File: src/rtl/sr_reg_bank.sv
// Bank of independent clocked SR storage bits with configurable S=R=1 behaviour,
// a change pulse, sticky per-bit conflict flags and a saturating conflict counter.
module sr_reg_bank #(
  parameter int unsigned WIDTH     = 4,
  parameter int unsigned CONF_MODE = 0,
  parameter int unsigned CNT_W     = 8
) (
  input  logic             clk,
  input  logic             rst,
  input  logic             En,
  input  logic [WIDTH-1:0] S,
  input  logic [WIDTH-1:0] R,
  input  logic             clr_err,
  output logic [WIDTH-1:0] Q,
  output logic [WIDTH-1:0] Qn,
  output logic             chg,
  output logic [WIDTH-1:0] conflict,
  output logic [CNT_W-1:0] err_cnt
);

  // Unsupported modes collapse to hold
  localparam int unsigned MODE = (CONF_MODE <= 32'd3) ? CONF_MODE : 32'd0;
  localparam logic [CNT_W-1:0] CNT_MAX = '1;

  logic [WIDTH-1:0] q_nxt;
  logic [WIDTH-1:0] conf_hit;
  logic             any_conf;

  // Next stored state per bit
  always_comb begin
    q_nxt    = Q;
    conf_hit = S & R;
    any_conf = 1'b0;
    if (En) begin
      any_conf = |conf_hit;
      for (int i = 0; i < WIDTH; i++) begin
        case ({S[i], R[i]})
          2'b10:   q_nxt[i] = 1'b1;
          2'b01:   q_nxt[i] = 1'b0;
          2'b11: begin
            if (MODE == 32'd1)      q_nxt[i] = 1'b1;
            else if (MODE == 32'd2) q_nxt[i] = 1'b0;
            else if (MODE == 32'd3) q_nxt[i] = ~Q[i];
            else                    q_nxt[i] = Q[i];
          end
          default: q_nxt[i] = Q[i];
        endcase
      end
    end
  end

  // Storage and change pulse; clr_err never touches these
  always_ff @(posedge clk or posedge rst) begin
    if (rst) begin
      Q   <= '0;
      chg <= 1'b0;
    end else begin
      Q   <= q_nxt;
      chg <= (q_nxt != Q);
    end
  end

  // Conflict bookkeeping; a clear in the same cycle discards new conflicts
  always_ff @(posedge clk or posedge rst) begin
    if (rst) begin
      conflict <= '0;
      err_cnt  <= '0;
    end else if (clr_err) begin
      conflict <= '0;
      err_cnt  <= '0;
    end else if (En) begin
      conflict <= conflict | conf_hit;
      if (any_conf && (err_cnt != CNT_MAX)) err_cnt <= err_cnt + CNT_W'(1);
    end
  end

  assign Qn = ~Q;

endmodule

File: config.mk
export PLATFORM = sky130hd
export DESIGN_NAME = sr_reg_bank
export DESIGN_NICKNAME = d
export VERILOG_FILES = /design/src/rtl/sr_reg_bank.sv
export SDC_FILE = /design/constraint.sdc
export NUM_CORES = 1
export LEC_CHECK = 0
export CAP_MARGIN = 10
export CORE_MARGIN = 1
export CORE_UTILIZATION = 43
export DETAILED_ROUTE_END_ITERATION = 16
export HOLD_SLACK_MARGIN = 0.02
export PLACE_DENSITY = 0.86
export SETUP_SLACK_MARGIN = 0.3
export SYNTH_ARGS = -nofsm -noshare
export SYNTH_HDL_FRONTEND = slang
export SYNTH_SLANG_ARGS = --single-unit
export TNS_END_PERCENT = 30
File: constraint.sdc
create_clock -name clk -period 2.3 [get_ports clk]
set_clock_uncertainty 0.2 [all_clocks]
set_input_delay 0.345 -clock clk [delete_from_list [all_inputs] [get_ports clk]]
set_output_delay 0.345 -clock clk [all_outputs]
set_load 0.01 [all_outputs]
# Word-level counts from Yosys, hierarchy flattened
# Cells that the tools add are included.
dict set report classes {
  n_addsub 1
  mul 0
  div_mod_pow 0
  magnitude_cmp 0
  eq_ne 10
  shift 0
  mux 11
  bitwise_logic 3
  n_reduce_logical 5
}
# cell count
set op_table {}
lappend op_table {{$mux W8} 3}
lappend op_table {{$mux W4} 3}
lappend op_table {{$add A8 B1 Y8 const B} 1}
lappend op_table {{$eq A2 B1 Y1 const B} 4}
lappend op_table {{$eq A2 B2 Y1 const B} 4}
lappend op_table {{$ne A8 B8 Y1 const B} 1}
lappend op_table {{$pmux W1 S2} 4}
lappend op_table {{$and A4 B4 Y4} 1}
lappend op_table {{$ne A4 B4 Y1} 1}
lappend op_table {{$not A4 Y4} 1}
lappend op_table {{$or A4 B4 Y4} 1}
lappend op_table {{$reduce_bool A2 Y1} 2}
lappend op_table {{$reduce_or A4 Y1} 1}
lappend op_table {{$reduce_and A2 Y1} 1}
lappend op_table {{$logic_and A1 B1 Y1} 1}
lappend op_table {{$mux W1} 1}
dict set report totals {
  regBits 17
  latchBits 0
  ramBits 0
  romBits 0
  in_bits 12
  wordCells 34
  memories 0
}

# Longest topological paths before layout
# Gate-level depths: netlist of run 1.
dict set report logic_depth {
  ltp_word 7
  depth_mapped 5
  depth_no_buf 5
}

# Worst setup path after synthesis of run 1
# Ideal clock, no wire load.
dict set report synth_path {
  path_kind {in2reg}
  startpoint {input port R[0]}
  endpoint {register err_cnt[7]}
  setup_time_ns 0.127
  arrival_ns 1.504
  path_slack_ns 0.469
  stages 5
  path_cell_list {ha_1 -> nor4_1 -> a211oi_2 -> nand2_1 -> mux2_1}
}
dict set report synth_between {
  elab_chain_len 6
}
# element line_no
set synth_rtl {}
lappend synth_rtl {{from (decl)} 12} ;# input logic [WIDTH-1:0] R,
lappend synth_rtl {{$and A4 B4 Y4} 32} ;# conf_hit = S & R;
lappend synth_rtl {{$reduce_or A4 Y1} 35} ;# any_conf = |conf_hit;
lappend synth_rtl {{$mux W1} 34} ;# if (En) begin
lappend synth_rtl {{$logic_and A1 B1 Y1} 73} ;# if (any_conf && (err_cnt != CNT_MAX)) err_cnt <= err_cnt + CNT_W'(1);
lappend synth_rtl {{$reduce_bool A2 Y1 (no source line)} --}
lappend synth_rtl {{$reduce_and A2 Y1 (no source line)} --}
lappend synth_rtl {{to (signal assigned)} 73}
lappend synth_rtl {{to (decl)} 18} ;# output logic [CNT_W-1:0] err_cnt
# Every way passes these cells.
# A chain may end at the register's enable or synchronous reset.

# Worst setup path in the final report of run 1
# Ends and elaborated chain as after synthesis.

==> impl_metrics.json, run 1 <==
{
  "n_antenna_cell": 0,
  "fp.coreArea_um2": 2062,
  "num-nets-final": 159,
  "synth_edf_count": 0,
  "crit_family": "buffers and inverters",
  "reg2reg_depth": 5,
  "total_power_uw": 719.1,
  "hp-class": "primary input to async pin",
  "clk_pin_slew_worst_paths_ns": 0.10,
  "cp.buffers_inverters": 2,
  "ys_top_cells_by_count": "dfrtp_1, inv_1, a21oi_1, nor2_1, ha_1",
  "clock_latency_ns": 0.29,
  "p_leak_uw": 0.0006749,
  "timing.fmax_mhz": 521.2,
  "tritoncts": "yes",
  "grt_pass1_vias": 867,
  "worst_path_largest_cell_delay_ns": 0.47,
  "yosysMostFrequentCell": "dfrtp_1",
  "setup_viol": 0,
  "grt_overflow": 0,
  "finalHoldViolations": 0,
  "dieArea_um2": 2479,
  "grt_first_pass_wirelength_um": 3795,
  "tightest_slew_ns": 0.6303,
  "outcome": "complete, no violations",
  "area_growth_pct": 49.68,
  "tns_ns": 0,
  "rsz0062_at_grt": "true",
  "synth-seq-cells": 17,
  "start_kind": "primary input",
  "regToRegSetupSlack_ns": 0.42,
  "r2r_end": "err_cnt[7]",
  "synth_cell_types": 29,
  "fp.dieH_um": 49.79,
  "port_buffers": 32,
  "layout-drive-gt1-share_pct": 16.79,
  "drt_first_pass_iters": 4,
  "rr_startpoint": "err_cnt[1]",
  "endpoint_kind": "flop",
  "arrival_ns": 1.90,
  "gp_routability_congestion": 0.8513,
  "vdd_ir_drop_max_mv": 0.3507,
  "cts.sinks": 17,
  "vias_per_cell": 5.274,
  "wl_per_cell_um": 13.74,
  "start_util_pct": 47.63,
  "required_ns": 2.28,
  "numCtsBuffers": 3,
  "crit_type": "primary input to flop",
  "synthArstFlopShare_pct": 100.0,
  "row_count": 16,
  "ys_warn_count": 0,
  "htreeDepth": 1,
  "track_usage_pct": 19.70,
  "p_per_area_nw_per_um2": 489.1,
  "finalMaxSlewViolations": 0,
  "crit_fanout": 3,
  "syn_inst": 98,
  "io_pins": 33,
  "synth_top_area_cell": "dfrtp_1",
  "cts_buffer_depth": 2,
  "die_w_um": 49.79,
  "drc": 0,
  "min_period_over_period_pct": 83.42,
  "synth_flop_cell": "dfrtp_1",
  "synth_nets": 119,
  "ys_seq_area_share_pct": 43.31,
  "drt_wl_total_um": 2253,
  "slew_headroom_pct": 57.93,
  "grt_antenna_before_repair": 0,
  "grt_max_degree": 18,
  "ys_top_cells_by_area": "dfrtp_1, ha_1, xnor2_1, inv_1, a21oi_1",
  "synth_area_per_cell_um2": 10.02,
  "drt_iter0_drc": 11,
  "fin_crit_ns": 1.919,
  "cp_cell_sequence": "clkdlybuf4s50_1 -> ha_4 -> nor4_2 -> buf_4 -> a211oi_4 -> nand2_1 -> mux2_1",
  "netlist_area_um2": 982.2,
  "slowest_stage": "clkdlybuf4s50_1",
  "synth.top_cell.area_share_pct": 43.31,
  "ant_nets": 0,
  "cts_root_buf": "clkbuf_4",
  "hpwl_um": 1642,
  "maxCapViolCount": 0,
  "vias": 865
}
[area by class of cell]
| type | count | area, um2 |
|---|---|---|
| inverter | 15 | 56.30 |
| multi-input combinational | 64 | 558.0 |
| fill | 156 | 591.8 |
| sequential | 17 | 425.4 |
| clock buffer | 4 | 26.28 |
| timing repair buffer | 37 | 370.4 |
| tap | 27 | 33.78 |
[registers in the layout, summed over array words and instances (netlist names)]
name / flops
err_cnt: 8
chg: 1
conflict: 4
Q: 4
[worst max-delay path by stage]
stage	to	depth (start not counted)	slack, ns	start
2_1_floorplan	err_cnt[7]	5	0.47	R[0]
3_3_place_gp	err_cnt[1]	6	0.02	R[0]
3_5_place_dp	err_cnt[1]	6	-0.04	R[0]
4_1_cts	err_cnt[7]	7	0.28	S[0]
5_1_grt	err_cnt[7]	7	0.30	R[0]
6_report	err_cnt[7]	7	0.38	R[0]
[placed cells by master, fill, tap and decap left out]
cell,synthesis,layout
nand4_1,1,1
clkdlybuf4s50_1,0,27
mux2i_1,1,1
a211oi_4,0,1
xor2_1,1,1
inv_1,15,15
o21ai_1,1,1
o31ai_1,1,1
buf_4,0,5
ha_2,0,1
ha_1,9,5
or4_1,1,1
clkbuf_1,1,1
nor2_1,10,10
o21a_1,1,1
nor2b_1,1,1
xnor2_1,7,7
o22ai_1,2,2
dfrtp_1,17,17
o41ai_4,0,1
and4_4,1,1
a31o_2,4,4
a2111oi_2,2,2
nand3_1,1,1
ha_4,0,3
and3_1,1,1
nor4_2,0,1
dlymetal6s2s_1,0,5
or3_1,1,1
a21oi_1,10,10
a21o_2,1,1
nand2_1,3,3
clkbuf_4,0,3
mux2_1,1,1
[worst register-to-register path, cell delays in order (launching register included)]
cell and delay [ns]:
dfrtp_1 0.44, ha_1 0.23, and3_1 0.24, a211oi_4 0.27
nand2_1 0.09, mux2_1 0.31
[routing by layer]
| layer | global-route usage [%] | vias up | part of all wire [%] |
|---|---|---|---|
| met1 | 26.32 | 405 | 43 |
| li1 | - | 418 | - |
| met2 | 32.43 | 36 | 49 |
| met4 | 5.238 | 0 | 2.0 |
| met5 | 0 | - | 0 |
| met3 | 3.704 | 6 | 6.5 |
[logic make-up after synthesis]
kind of cell,after synthesis,share of synthesized area (%)
AOI/OAI and AO/OA,24,18.85
and+or+nand+nor,21,10.58
buffers and inverters,17,6.496
DFF,17,43.31
adders and majority gates,9,11.47
xor gates and xnor gates,8,7.134
muxes,2,2.166
[metrics by stage]
step	setup WS [ns]	area (um2)	instances	hold WS, ns	util (%)
5_1_grt	0.3041	1470	164	0.2773	71.30
6_report	0.3814	1470	164	0.2242	71.30
2_1_floorplan	0.4689	982.2	98	0.07107	-
4_1_cts	0.2809	1396	163	0.2532	67.72
3_5_place_dp	-0.04097	1359	159	0.2837	65.90
3_3_place_gp	0.01694	1359	159	0.2792	65.90
[power by group]
group	internal (uW)	leakage, uW	switching (uW)
Clock	67.5	0.0000150	92.3
Sequential	319	0.000230	18.3
Combinational	124	0.000430	97.9
Total	511	0.000675	208
[repair_timing]
action                     in CTS  in global routing
setup endpoints to repair       3                  5
hold endpoints to repair        0                  0
hold buffers                    0                  0
cloned                          0                  0
pin swaps                       0                  1
buffers inserted                0                  1
gates resized for setup         1                 14
Note: power is estimated with default switching activity, not from simulation.
==> inputs of run 2 (changes only) <==
Settings changed: CORE_UTILIZATION 43 to 40, PLACE_DENSITY 0.86 to 0.84.
Clock period 2.3 ns to 1.5 ns, I/O delays scaled along.
==> run 2 against run 1 <==
  * The flow now finishes with violations (negative setup slack)
  * Hold slack got worse by 0.19 ns
  * Core utilization rose by 7.8 points
  * Sequential share of layout area fell by 5.1 points
  * Sequential power rose by 53%
  * Largest cell class unchanged
  * Highest routed layer unchanged
==> impl_metrics.json, run 2 (same netlist as run 1, synthesis figures left out) <==
{
  "fin_crit_ns": 1.716,
  "p_sw_uw": 393.8,
  "cts.sinks": 17,
  "total_power_uw": 1223,
  "largest-register": "err_cnt",
  "grt_first_pass_wirelength_um": 4547,
  "drc": 0,
  "p_leak_uw": 0.0008377,
  "endpoint_kind": "flop",
  "min_period_over_period_pct": 114.4,
  "cp_cell_sequence": "ha_2 -> and3_4 -> a211oi_2 -> nand2_1 -> mux2_4",
  "layout-drive-gt1-share_pct": 57.06,
  "top_regs": "err_cnt (8), Q (4), conflict (4)",
  "final_cell_mix": "buf_6, buf_4, dfrtp_1",
  "finalMaxSlewViolations": 0,
  "rsz0062_at_grt": "true",
  "num-nets-final": 185,
  "drt_wl_total_um": 3408,
  "crit_family": "flip-flops",
  "vdd_ir_drop_max_mv": 0.6092,
  "arrival_ns": 1.71,
  "required_ns": 1.50,
  "grt_max_degree": 18,
  "ant_nets": 0,
  "drt_first_pass_iters": 4,
  "setup_viol": 8,
  "switching_share_pct": 32.22,
  "worst_path_largest_cell_delay_ns": 0.41,
  "hpwl_um": 1893,
  "die_w_um": 51.55,
  "start_kind": "flop",
  "combPwrFrac_pct": 36.0,
  "track_usage_pct": 23.32,
  "slowest_stage": "dfrtp_1",
  "n_antenna_cell": 0,
  "pwr-share-seq_pct": 42.2,
  "dieArea_um2": 2657,
  "crit_type": "flop to flop",
  "cts_root_buf": "clkbuf_4",
  "hp-class": "primary input to async pin",
  "cp.buffers_inverters": 0,
  "port_buffers": 32,
  "worst_slack_ns": -0.2156,
  "outcome": "finished, violations left",
  "timing.fmax_mhz": 582.9,
  "grt_antenna_before_repair": 0,
  "vias": 1013,
  "clkPwrFrac_pct": 21.8,
  "largest_reg_flops": 8,
  "finalHoldViolations": 0,
  "tightest_slew_ns": 0.2916,
  "crit_fanout": 3,
  "fp.dieH_um": 51.55,
  "final_common_cell": "buf_6",
  "wl_per_cell_um": 17.84,
  "io_pins": 33,
  "tritoncts": "yes",
  "fp.coreArea_um2": 2255,
  "area_growth_pct": 81.66,
  "row_count": 17,
  "numCtsBuffers": 3,
  "grt_pass1_vias": 991,
  "start_util_pct": 43.56,
  "htreeDepth": 1,
  "clk_pin_slew_worst_paths_ns": 0.11,
  "tns_ns": -1.162,
  "grt_overflow": 0,
  "clock_latency_ns": 0.30,
  "gp_routability_congestion": 0.8163,
  "cts_buffer_depth": 2,
  "maxCapViolCount": 0,
  "stdcell_count": 191,
  "dp.cells": 174,
  "drt_iter0_drc": 22,
  "power.internal_uw": 828.7,
  "violations": "negative setup slack",
  "vias_per_cell": 5.304,
  "slew_headroom_pct": 80.56,
  "p_per_area_nw_per_um2": 685.2
}
[run 2: per-layer routing]
metal	wire length (um)	GRT usage, %
met1	1241	27.05
met2	1899	42.21
met3	167	5.263
met4	99	7.207
met5	0	0
[run 2: area by class of cell]
class	instances	area (um2)
multi-input combinational	64	674.4
timing repair buffer	63	564.3
fill	150	470.5
sequential	17	425.4
inverter	15	58.81
tap	28	35.03
clock buffer	4	26.28
[run 2: metrics by stage]
stage	area (um2)	utilization, %	worst slack [ns]	hold slack [ns]
2_1_floorplan	989.7	-	-0.2189	-0.04893
3_3_place_gp	1473	65.32	-0.5815	0.2802
3_5_place_dp	1473	65.32	-0.6513	0.2868
4_1_cts	1632	72.36	-0.1507	0.04268
5_1_grt	1784	79.13	-0.2600	0.05211
6_report	1784	79.13	-0.2156	0.03216
[run 2: power by group through the flow]
stage | registers [uW] | logic, uW | clock network [uW]
finish | 516 | 440 | 266
global route | 519 | 467 | 285
CTS | 512 | 379 | 250
detailed placement | 521 | 339 | 0
global placement | 520 | 330 | 0
floorplan | 537 | 138 | 0
[run 2: path summary, 6_finish.rpt]
check,slack [ns],depth (start not counted),end,startpoint
worst min register to register,0.30,2,conflict[0],conflict[0]
worst min-delay path,0.03,3,Q[2],rst
worst max register to register,-0.22,5,err_cnt[7],err_cnt[0]
min in group clk,0.18,4,conflict[1],R[1]
worst max-delay path,-0.22,5,err_cnt[7],err_cnt[0]
max in group asynchronous,0.88,3,Q[3],rst
[run 2: tightest hold or removal path: cells and delay by family]
| kind | cells | cell delay, ns |
|---|---|---|
| buf+inv | 3 | 0.69 |
[run 2: timing repair]
action,4_1_cts,5_1_grt
setup buffers,9,4
gates resized for setup,132,24
hold buffers,0,0
pin swaps,15,10
setup endpoints to repair,34,33
endpoints found under the hold margin,0,0
